<file path="src/rtl/rv_alu_pkg.sv">
// Shared ALU encodings and default datapath widths for the ID/EX operand stage.
package rv_alu_pkg;

  localparam int XLEN_DEF = 32;
  localparam int RA_W_DEF = 5;

  localparam logic [2:0] ALUOP_R      = 3'b000;
  localparam logic [2:0] ALUOP_RALT   = 3'b001;  // sub / sra variants
  localparam logic [2:0] ALUOP_BRANCH = 3'b010;
  localparam logic [2:0] ALUOP_IMM    = 3'b011;
  localparam logic [2:0] ALUOP_STORE  = 3'b101;

  typedef enum logic [2:0] {
    ALU_ADD  = 3'b000,
    ALU_SLL  = 3'b001,
    ALU_SLT  = 3'b010,
    ALU_SLTU = 3'b011,
    ALU_XOR  = 3'b100,
    ALU_SRL  = 3'b101,
    ALU_OR   = 3'b110,
    ALU_AND  = 3'b111
  } alu_ctrl_e;

endpackage

</file>
<file path="src/rtl/fwd_select.sv">
// Priority forwarding mux: EX/MEM beats MEM/WB beats the default value; x0 never forwards.
module fwd_select #(
  parameter int XLEN = 32,
  parameter int RA_W = 5
) (
  input  logic [RA_W-1:0] rs_addr,
  input  logic [XLEN-1:0] rs_data,
  input  logic            mem_valid,
  input  logic [RA_W-1:0] mem_rd,
  input  logic [XLEN-1:0] mem_data,
  input  logic            wb_valid,
  input  logic [RA_W-1:0] wb_rd,
  input  logic [XLEN-1:0] wb_data,
  output logic [XLEN-1:0] value
);

  logic addr_nz;
  assign addr_nz = |rs_addr;

  always_comb begin
    value = rs_data;
    if (mem_valid && (mem_rd == rs_addr) && addr_nz) begin
      value = mem_data;
    end else if (wb_valid && (wb_rd == rs_addr) && addr_nz) begin
      value = wb_data;
    end
  end

endmodule

</file>
<file path="src/rtl/id_ex_operand_stage.sv">
// ID/EX pipeline register with valid/ready handshake, operand forwarding at capture
// and during stalls, and flush on branch redirect.
module id_ex_operand_stage
  import rv_alu_pkg::*;
#(
  parameter int XLEN = XLEN_DEF,
  parameter int RA_W = RA_W_DEF
) (
  input  logic            clk,
  input  logic            rst_n,
  input  logic            in_valid,
  output logic            in_ready,
  input  logic [RA_W-1:0] in_rs1_addr,
  input  logic [RA_W-1:0] in_rs2_addr,
  input  logic [RA_W-1:0] in_rd_addr,
  input  logic [XLEN-1:0] in_rs1_data,
  input  logic [XLEN-1:0] in_rs2_data,
  input  logic [XLEN-1:0] in_imm,
  input  logic [XLEN-1:0] in_pc,
  input  logic            in_a_sel,
  input  logic            in_b_sel,
  input  logic [2:0]      in_alu_control,
  input  logic [2:0]      in_alu_op,
  input  logic            in_reg_write,
  input  logic            flush,
  input  logic            fwd_mem_valid,
  input  logic [RA_W-1:0] fwd_mem_rd,
  input  logic [XLEN-1:0] fwd_mem_data,
  input  logic            fwd_wb_valid,
  input  logic [RA_W-1:0] fwd_wb_rd,
  input  logic [XLEN-1:0] fwd_wb_data,
  output logic            out_valid,
  input  logic            out_ready,
  output logic [XLEN-1:0] SrcA,
  output logic [XLEN-1:0] SrcB,
  output logic [2:0]      ALUControl,
  output logic [2:0]      ALUop,
  output logic [RA_W-1:0] out_rd_addr,
  output logic            out_reg_write,
  output logic [XLEN-1:0] out_store_data
);

  logic            valid_q, valid_d;
  logic [RA_W-1:0] rs1_addr_q, rs1_addr_d;
  logic [RA_W-1:0] rs2_addr_q, rs2_addr_d;
  logic [RA_W-1:0] rd_q, rd_d;
  logic [XLEN-1:0] rs1_q, rs1_d;
  logic [XLEN-1:0] rs2_q, rs2_d;
  logic [XLEN-1:0] imm_q, imm_d;
  logic [XLEN-1:0] pc_q, pc_d;
  logic            a_sel_q, a_sel_d;
  logic            b_sel_q, b_sel_d;
  logic [2:0]      alu_control_q, alu_control_d;
  logic [2:0]      alu_op_q, alu_op_d;
  logic            reg_write_q, reg_write_d;

  logic capture;
  logic stall;

  // Index 0 is rs1, index 1 is rs2, for both the capture and refresh paths.
  logic [RA_W-1:0] cap_addr [2];
  logic [XLEN-1:0] cap_data [2];
  logic [XLEN-1:0] cap_fwd  [2];
  logic [XLEN-1:0] cap_val  [2];
  logic [RA_W-1:0] hold_addr [2];
  logic [XLEN-1:0] hold_data [2];
  logic [XLEN-1:0] hold_fwd  [2];

  assign in_ready = !valid_q || out_ready;
  assign capture  = in_valid && in_ready && !flush;
  assign stall    = valid_q && !out_ready && !flush;

  assign cap_addr[0]  = in_rs1_addr;
  assign cap_addr[1]  = in_rs2_addr;
  assign cap_data[0]  = in_rs1_data;
  assign cap_data[1]  = in_rs2_data;
  assign hold_addr[0] = rs1_addr_q;
  assign hold_addr[1] = rs2_addr_q;
  assign hold_data[0] = rs1_q;
  assign hold_data[1] = rs2_q;

  genvar gi;
  generate
    for (gi = 0; gi < 2; gi++) begin : g_operand
      fwd_select #(.XLEN(XLEN), .RA_W(RA_W)) u_fwd_cap (
        .rs_addr   (cap_addr[gi]),
        .rs_data   (cap_data[gi]),
        .mem_valid (fwd_mem_valid),
        .mem_rd    (fwd_mem_rd),
        .mem_data  (fwd_mem_data),
        .wb_valid  (fwd_wb_valid),
        .wb_rd     (fwd_wb_rd),
        .wb_data   (fwd_wb_data),
        .value     (cap_fwd[gi])
      );

      fwd_select #(.XLEN(XLEN), .RA_W(RA_W)) u_fwd_hold (
        .rs_addr   (hold_addr[gi]),
        .rs_data   (hold_data[gi]),
        .mem_valid (fwd_mem_valid),
        .mem_rd    (fwd_mem_rd),
        .mem_data  (fwd_mem_data),
        .wb_valid  (fwd_wb_valid),
        .wb_rd     (fwd_wb_rd),
        .wb_data   (fwd_wb_data),
        .value     (hold_fwd[gi])
      );

      // x0 reads as zero regardless of what the register file returned.
      assign cap_val[gi] = (|cap_addr[gi]) ? cap_fwd[gi] : '0;
    end
  endgenerate

  always_comb begin
    valid_d       = valid_q;
    rs1_addr_d    = rs1_addr_q;
    rs2_addr_d    = rs2_addr_q;
    rd_d          = rd_q;
    rs1_d         = rs1_q;
    rs2_d         = rs2_q;
    imm_d         = imm_q;
    pc_d          = pc_q;
    a_sel_d       = a_sel_q;
    b_sel_d       = b_sel_q;
    alu_control_d = alu_control_q;
    alu_op_d      = alu_op_q;
    reg_write_d   = reg_write_q;

    if (flush) begin
      valid_d = 1'b0;
    end else if (capture) begin
      valid_d       = 1'b1;
      rs1_addr_d    = in_rs1_addr;
      rs2_addr_d    = in_rs2_addr;
      rd_d          = in_rd_addr;
      rs1_d         = cap_val[0];
      rs2_d         = cap_val[1];
      imm_d         = in_imm;
      pc_d          = in_pc;
      a_sel_d       = in_a_sel;
      b_sel_d       = in_b_sel;
      alu_control_d = in_alu_control;
      alu_op_d      = in_alu_op;
      reg_write_d   = in_reg_write;
    end else if (stall) begin
      rs1_d = hold_fwd[0];
      rs2_d = hold_fwd[1];
    end else if (valid_q && out_ready) begin
      valid_d = 1'b0;
    end
  end

  always_ff @(posedge clk or negedge rst_n) begin
    if (!rst_n) begin
      valid_q       <= 1'b0;
      rs1_addr_q    <= '0;
      rs2_addr_q    <= '0;
      rd_q          <= '0;
      rs1_q         <= '0;
      rs2_q         <= '0;
      imm_q         <= '0;
      pc_q          <= '0;
      a_sel_q       <= 1'b0;
      b_sel_q       <= 1'b0;
      alu_control_q <= '0;
      alu_op_q      <= '0;
      reg_write_q   <= 1'b0;
    end else begin
      valid_q       <= valid_d;
      rs1_addr_q    <= rs1_addr_d;
      rs2_addr_q    <= rs2_addr_d;
      rd_q          <= rd_d;
      rs1_q         <= rs1_d;
      rs2_q         <= rs2_d;
      imm_q         <= imm_d;
      pc_q          <= pc_d;
      a_sel_q       <= a_sel_d;
      b_sel_q       <= b_sel_d;
      alu_control_q <= alu_control_d;
      alu_op_q      <= alu_op_d;
      reg_write_q   <= reg_write_d;
    end
  end

  assign out_valid      = valid_q;
  assign SrcA           = a_sel_q ? pc_q : rs1_q;
  assign SrcB           = b_sel_q ? imm_q : rs2_q;
  assign out_store_data = rs2_q;
  assign ALUControl     = alu_control_q;
  assign ALUop          = alu_op_q;
  assign out_rd_addr    = rd_q;
  assign out_reg_write  = reg_write_q && valid_q;

endmodule

</file>
<file path="config.mk">
export PLATFORM = sky130hd
export DESIGN_NAME = id_ex_operand_stage
export DESIGN_NICKNAME = d
export VERILOG_FILES = /design/src/rtl/rv_alu_pkg.sv /design/src/rtl/fwd_select.sv /design/src/rtl/id_ex_operand_stage.sv
export SDC_FILE = /design/constraint.sdc
export NUM_CORES = 1
export LEC_CHECK = 0
export CAP_MARGIN = 30
export CORE_UTILIZATION = 46
export DETAILED_ROUTE_END_ITERATION = 10
export PLACE_DENSITY = 0.87
export SETUP_SLACK_MARGIN = 0.05
export SLEW_MARGIN = 10
export SYNTH_ARGS = -nofsm -noshare
export SYNTH_HDL_FRONTEND = slang
export SYNTH_SLANG_ARGS = --single-unit
</file>
<file path="constraint.sdc">
create_clock -name clk -period 2.91 [get_ports clk]
set_input_delay 0.7275 -clock clk [delete_from_list [all_inputs] [get_ports clk]]
set_output_delay 0.7275 -clock clk [all_outputs]
set_load 0.05 [all_outputs]
</file>
Word-level counts from Yosys, hierarchy flattened
Cells that the tools add are included.

Register bits after elaboration: 153. Input bits: 233. Output and inout bits: 110. Logic and storage cells: 81.

Equality and inequality tests: 9. Muxes and demuxes: 20. Bitwise gates (word level): 1. Reductions and logical operators: 38.

Operator list (number): 32-bit two-way mux (16); 5-bit equality test (8); 1-bit logical AND (22); 5-bit OR reduction (4); 3-bit nonzero test (3); 3-bit AND reduction (2); 1-bit two-way mux (4); 2-bit AND reduction (2); 1-bit logical NOT (3); 3-bit != test (second input constant) (1); 2-bit nonzero test (1); 1-bit logical OR (1); 1-bit NOT (1).

Logic depth before layout (Yosys ltp)
Word-level depth: 7. Mapped depth: 9. Depth with buffers taken out: 6.

Cells and area by module
From an unflattened synthesis, not the netlist that was laid out.

Cells, all modules: 1417. Area, all modules: 11927.7 um2.

Modules (own cells, without submodules): id_ex_operand_stage (instances 1, cells each 625, area an instance 7313.3 um2, sequential area each 3828.7 um2); fwd_select (instances 4, cells each 198, area an instance 1153.6 um2, sequential area each 0.0 um2).

Least setup slack after synthesis
Ideal clock, no wire load.

Kind: input -> register. Start point: input fwd_mem_rd[3]. End point: register rs1_q[1]. Library setup time: 124 ps. Arrival time: 2359 ps. Data required time: 2786 ps. Slack: 427 ps. Stages: 8. Buffers on the path: 2. Path through: clkbuf_1 > xnor2_1 > nand4_1 > nor4_4 > buf_2 > mux2i_1 > nor3_1 > a211o_1.

Cells in the longest elaborated chain, start to end: 6.

Ends and longest elaborated chain: from (decl) (RTL line id_ex_operand_stage.sv:27) `input logic [RA_W-1:0] fwd_mem_rd,`; 5-bit equality test (RTL line fwd_select.sv:22) `if (mem_valid && (mem_rd == rs_addr) && addr_nz) begin`; 1-bit logical AND (2 in series) (RTL line fwd_select.sv:22); 32-bit two-way mux (RTL line fwd_select.sv:22); 32-bit two-way mux, on equally long branches (RTL line id_ex_operand_stage.sv:145, id_ex_operand_stage.sv:110); 32-bit two-way mux (RTL line id_ex_operand_stage.sv:131) `end else if (capture) begin`; to (signal assigned) (RTL line id_ex_operand_stage.sv:173) `rs1_q <= rs1_d;`; to (decl) (RTL line id_ex_operand_stage.sv:47) `logic [XLEN-1:0] rs1_q, rs1_d;`.

Parallel ways exist; a longest one is shown, timed or not. The select of a mux whose other input is x is not followed. A chain may end at the register's enable or synchronous reset.

Final worst setup path
Start point: input fwd_mem_rd[1]. End point: register rs2_q[14], in the netlist out_store_data[14].

Cells in the longest elaborated chain, start to end: 6.

Ends and longest elaborated chain: 5-bit equality test (RTL line fwd_select.sv:22); 1-bit logical AND (2 in series) (RTL line fwd_select.sv:22); 32-bit two-way mux (RTL line fwd_select.sv:22); 32-bit two-way mux, on equally long branches (RTL line id_ex_operand_stage.sv:145, id_ex_operand_stage.sv:110); 32-bit two-way mux (RTL line id_ex_operand_stage.sv:131); to (signal assigned) (RTL line id_ex_operand_stage.sv:174) `rs2_q <= rs2_d;`; to (decl) (RTL line id_ex_operand_stage.sv:48) `logic [XLEN-1:0] rs2_q, rs2_d;`.

Parallel ways exist; a longest one is shown, timed or not. The select of a mux whose other input is x is not followed.

==> run_results.csv <==
group,metric,value,unit
status,status,"finished clean",
final_layout,drive_gt1_share,26.53,%
worst_setup_path,cpMaxStageDelayCell,"clkdlybuf4s50_1",
sta,clock-skew-final,0.01337,ns
die,num_rows,51,
sta,hold_violations,0,
clocking,clkLatencyLatePin,0.42,ns
global_routing,grt_pass1_wl,50900,um
yosys,ys_seq_area_share,40.66,%
worst_setup_path,crit_path_end,"out_store_data[14]",
routing,drt_iter0_markers,497,
placed_design,placed_area,13710,um^2
worst_setup_path,cpPeakStageDelay,0.63,ns
yosys,postSynthAreaPerCell,11.24,um^2
die,die_w,145.1,um
global_routing,grt.total_usage,30.82,%
worst_setup_path,r2r-start,"rs1_addr_q[1]",
placed_design,io_buffers,342,
worst_setup_path,crit_path_end_kind,"register",
sta,setup_tns,0,ns
yosys,yosysUniqueCellTypes,25,
routing,route.detailed.drc,0,
sta,min_period,2.735,ns
final_layout,fill_cells,1405,
yosys,yosysTopAreaCellShare,40.66,%
worst_setup_path,cp_max_fo,22,
power,finalPower,9.328,mW
clocking,clock-root-buffer,"clkbuf_16",
routing,totalWireLength,32280,um
clocking,cts.htree.levels,4,
die,dieHeight,145.1,um
clocking,clock_path_buffers,2,
worst_setup_path,crit_path_start_kind,"input pin",
worst_setup_path,crit_family,"simple AND/OR/NAND/NOR gates",
yosys,synth_top_family_by_area,"multiplexers",
sta,rsz0062_at_grt,"no",
routing,ant_nets,0,
power,pwr_density_cell,651.6,nW/um^2
clocking,cts_tree,"done",
worst_setup_path,path_buf_inv,2,
yosys,synth_xor_area_share,3.720,%
worst_setup_path,crit_chain,"clkdlybuf4s50_1, xnor2_1, nand4_1, or4_2, buf_4, nor2_1, a211oi_1, a211o_1",
power,vdd_drop_max,0.5639,mV
routing,drtPass1Iterations,5,
worst_setup_path,reg2reg_slack,0.31,ns
placed_design,dp.final_hpwl,23470,um
die,core_area,19780,um^2
clocking,cts_made_buffers,17,
die,start_util,47.60,%
final_layout,final_nets,1415,
yosys,syn_area,9417,um^2
placed_design,finalWeightedCongestion,0.8900,
global_routing,grt_max_degree,78,
routing,vias,8519,
power,cellLeakagePower,5.566,nW
yosys,synthMuxAreaShare,31.78,%
sta,finalSetupViolations,0,
yosys,synth_seq_cells,153,
global_routing,antenna_found_initial,1,
worst_setup_path,r2r_end,"rs1_q[11]",
final_layout,synthToLayoutAreaGrowth,52.03,%
worst_setup_path,arrival,3.04,ns
clocking,hold_buffers,0,
clocking,numClockSinks,153,
sta,maxSlewViolCount,0,
yosys,synth_compound_area_share,11.61,%
die,io_pins,343,
clocking,path_clk_slew,0.06,ns
yosys,yosys-top-cells-area,"dfrtp_1, mux2_2, mux2i_1",
routing,viasPerCell,5.831,
sta,maxSlewHeadroom,49.49,%
clocking,postCtsResizedCells,0,
routing,wire_per_inst,22.09,um
final_layout,final_area,14320,um^2
run,maxCapViolCount,0,
yosys,synth_nets,1071,
global_routing,grt_pass1_vias,9072,
worst_setup_path,critPathRequiredTime,3.21,ns
sta,min_period_over_period,94.00,%
yosys,synthCells,838,
sta,worst_pin_slew,0.7576,ns
worst_setup_path,cp-startpoint,"fwd_mem_rd[1]",
yosys,synthAdderAreaFrac,0,%
clocking,cts_setup_buffers,0,
yosys,yosys.area.top_type,"dfrtp_1",
worst_setup_path,path_class,"input pin to register",
yosys,synthSimpleGateAreaFrac,8.344,%
yosys,yosys_warnings,0,
global_routing,grt_overflow,0,
die,die_area,21050,um^2
min_path,hold_class,"input pin to asynchronous set/reset pin",
sta,fmax,365.6,MHz
worst_setup_path,ff2ff_path_depth,7,
worst_setup_path,cp.depth,8,
## cell families (layout without fill, tap and decap cells)
kind of cell,after synthesis,after routing
mux,280,280
simple gates,159,159
flops,153,153
compound gates,132,132
buf+inv,74,431
xor+xnor,40,40
other cells,0,1
## area by class of cell
type,count,area (um^2),area share (%)
antenna,1,2.502,0.01748
clock buffer,20,436.7,3.050
clock inverter,12,163.9,1.145
inverter,1,3.754,0.02622
multi-input combinational,611,5265,36.78
sequential,153,3830,26.75
tap,265,331.6,2.316
timing repair buffer,398,4283,29.92
## synth_stat cells (all sizes together)
library cell	n
nor4	4
mux2i	128
xor2	12
buf	40
xnor2	28
nor2	70
and2	1
inv	1
o21ai	2
nand2	2
nor3	66
nor3b	1
a211o	64
mux2	152
nand4	8
or4	6
nor2b	1
dfrtp	153
o31ai	2
clkbuf	33
a211oi	64
## worst reg2reg max path: cells and delay by family (launching register included)
kind                   cells  cell delay [ns]
and+or+nand+nor            4             0.88
buffers and inverters      1             0.26
AOI/OAI and AO/OA          2             0.91
DFF                        1             0.42
## sequential cells by signal (all words and copies together) (netlist names)
name / flops
ALUControl: 3
pc_q: 32
rs1_addr_q: 5
a_sel_q: 1
out_store_data: 32
imm_q: 32
ALUop: 3
out_valid: 1
b_sel_q: 1
rs2_addr_q: 5
reg_write_q: 1
rs1_q: 32
out_rd_addr: 5
## cell usage in the layout, fill, tap and decap left out
cell type	instances
or4_2	2
xnor2_1	28
nor3_1	64
nor4_1	2
buf_6	1
inv_8	1
dfrtp_2	1
nor3_4	2
clkinvlp_4	3
o21ai_4	2
a211oi_1	64
or4_1	4
nor3b_2	1
inv_6	4
inv_1	1
clkbuf_1	3
nor2b_1	1
clkbuf_16	17
clkdlybuf4s50_1	276
and2_1	1
a211o_1	64
dfrtp_1	152
diode_2	1
buf_12	48
nor2_2	2
nand2_1	2
nand4_1	8
o31ai_4	2
mux2i_1	128
nor2_1	68
xor2_1	12
clkinv_2	1
mux2_2	152
nor4_4	2
bufinv_16	3
buf_4	73
## per-layer routing
metal	share of wire, %	routed length (um)	vias up	global-route usage [%]
met4	3.2	1017	0	12.11
li1	-	-	3841	-
met2	50	16240	395	53.65
met1	40	12790	4212	37.56
met5	0	0	-	0
met3	6.9	2226	71	5.755
## worst min-delay path by stage
stage / endpoint / start / cells after the start / slack, ns
finish: pc_q[2] / rst_n / 1 / 0.28
global route: pc_q[2] / rst_n / 1 / 0.33
CTS: pc_q[2] / rst_n / 1 / 0.31
detailed placement: rs1_q[4] / rs1_q[4] / 1 / 0.48
global placement: rs1_q[13] / rs1_q[13] / 1 / 0.47
floorplan: ALUControl[0] / rst_n / 0 / 0.43
## metrics by stage
step	setup WS (ns)	std cells	utilization, %	hold WS (ns)
2_1_floorplan	0.4274	838	-	0.4319
3_3_place_gp	-0.1591	1428	69.32	0.4665
3_5_place_dp	-0.2293	1428	69.32	0.4757
4_1_cts	0.2063	1460	72.36	0.3089
5_1_grt	0.1063	1460	72.36	0.3296
6_report	0.1747	1461	72.37	0.2811
## report_power, final
| group | internal [mW] | switching [mW] |
|---|---|---|
| sequential | 2.54 | 0.332 |
| combinational | 1.89 | 2.25 |
| clock | 1.37 | 0.954 |
Note: power is estimated with default switching activity, not from simulation.
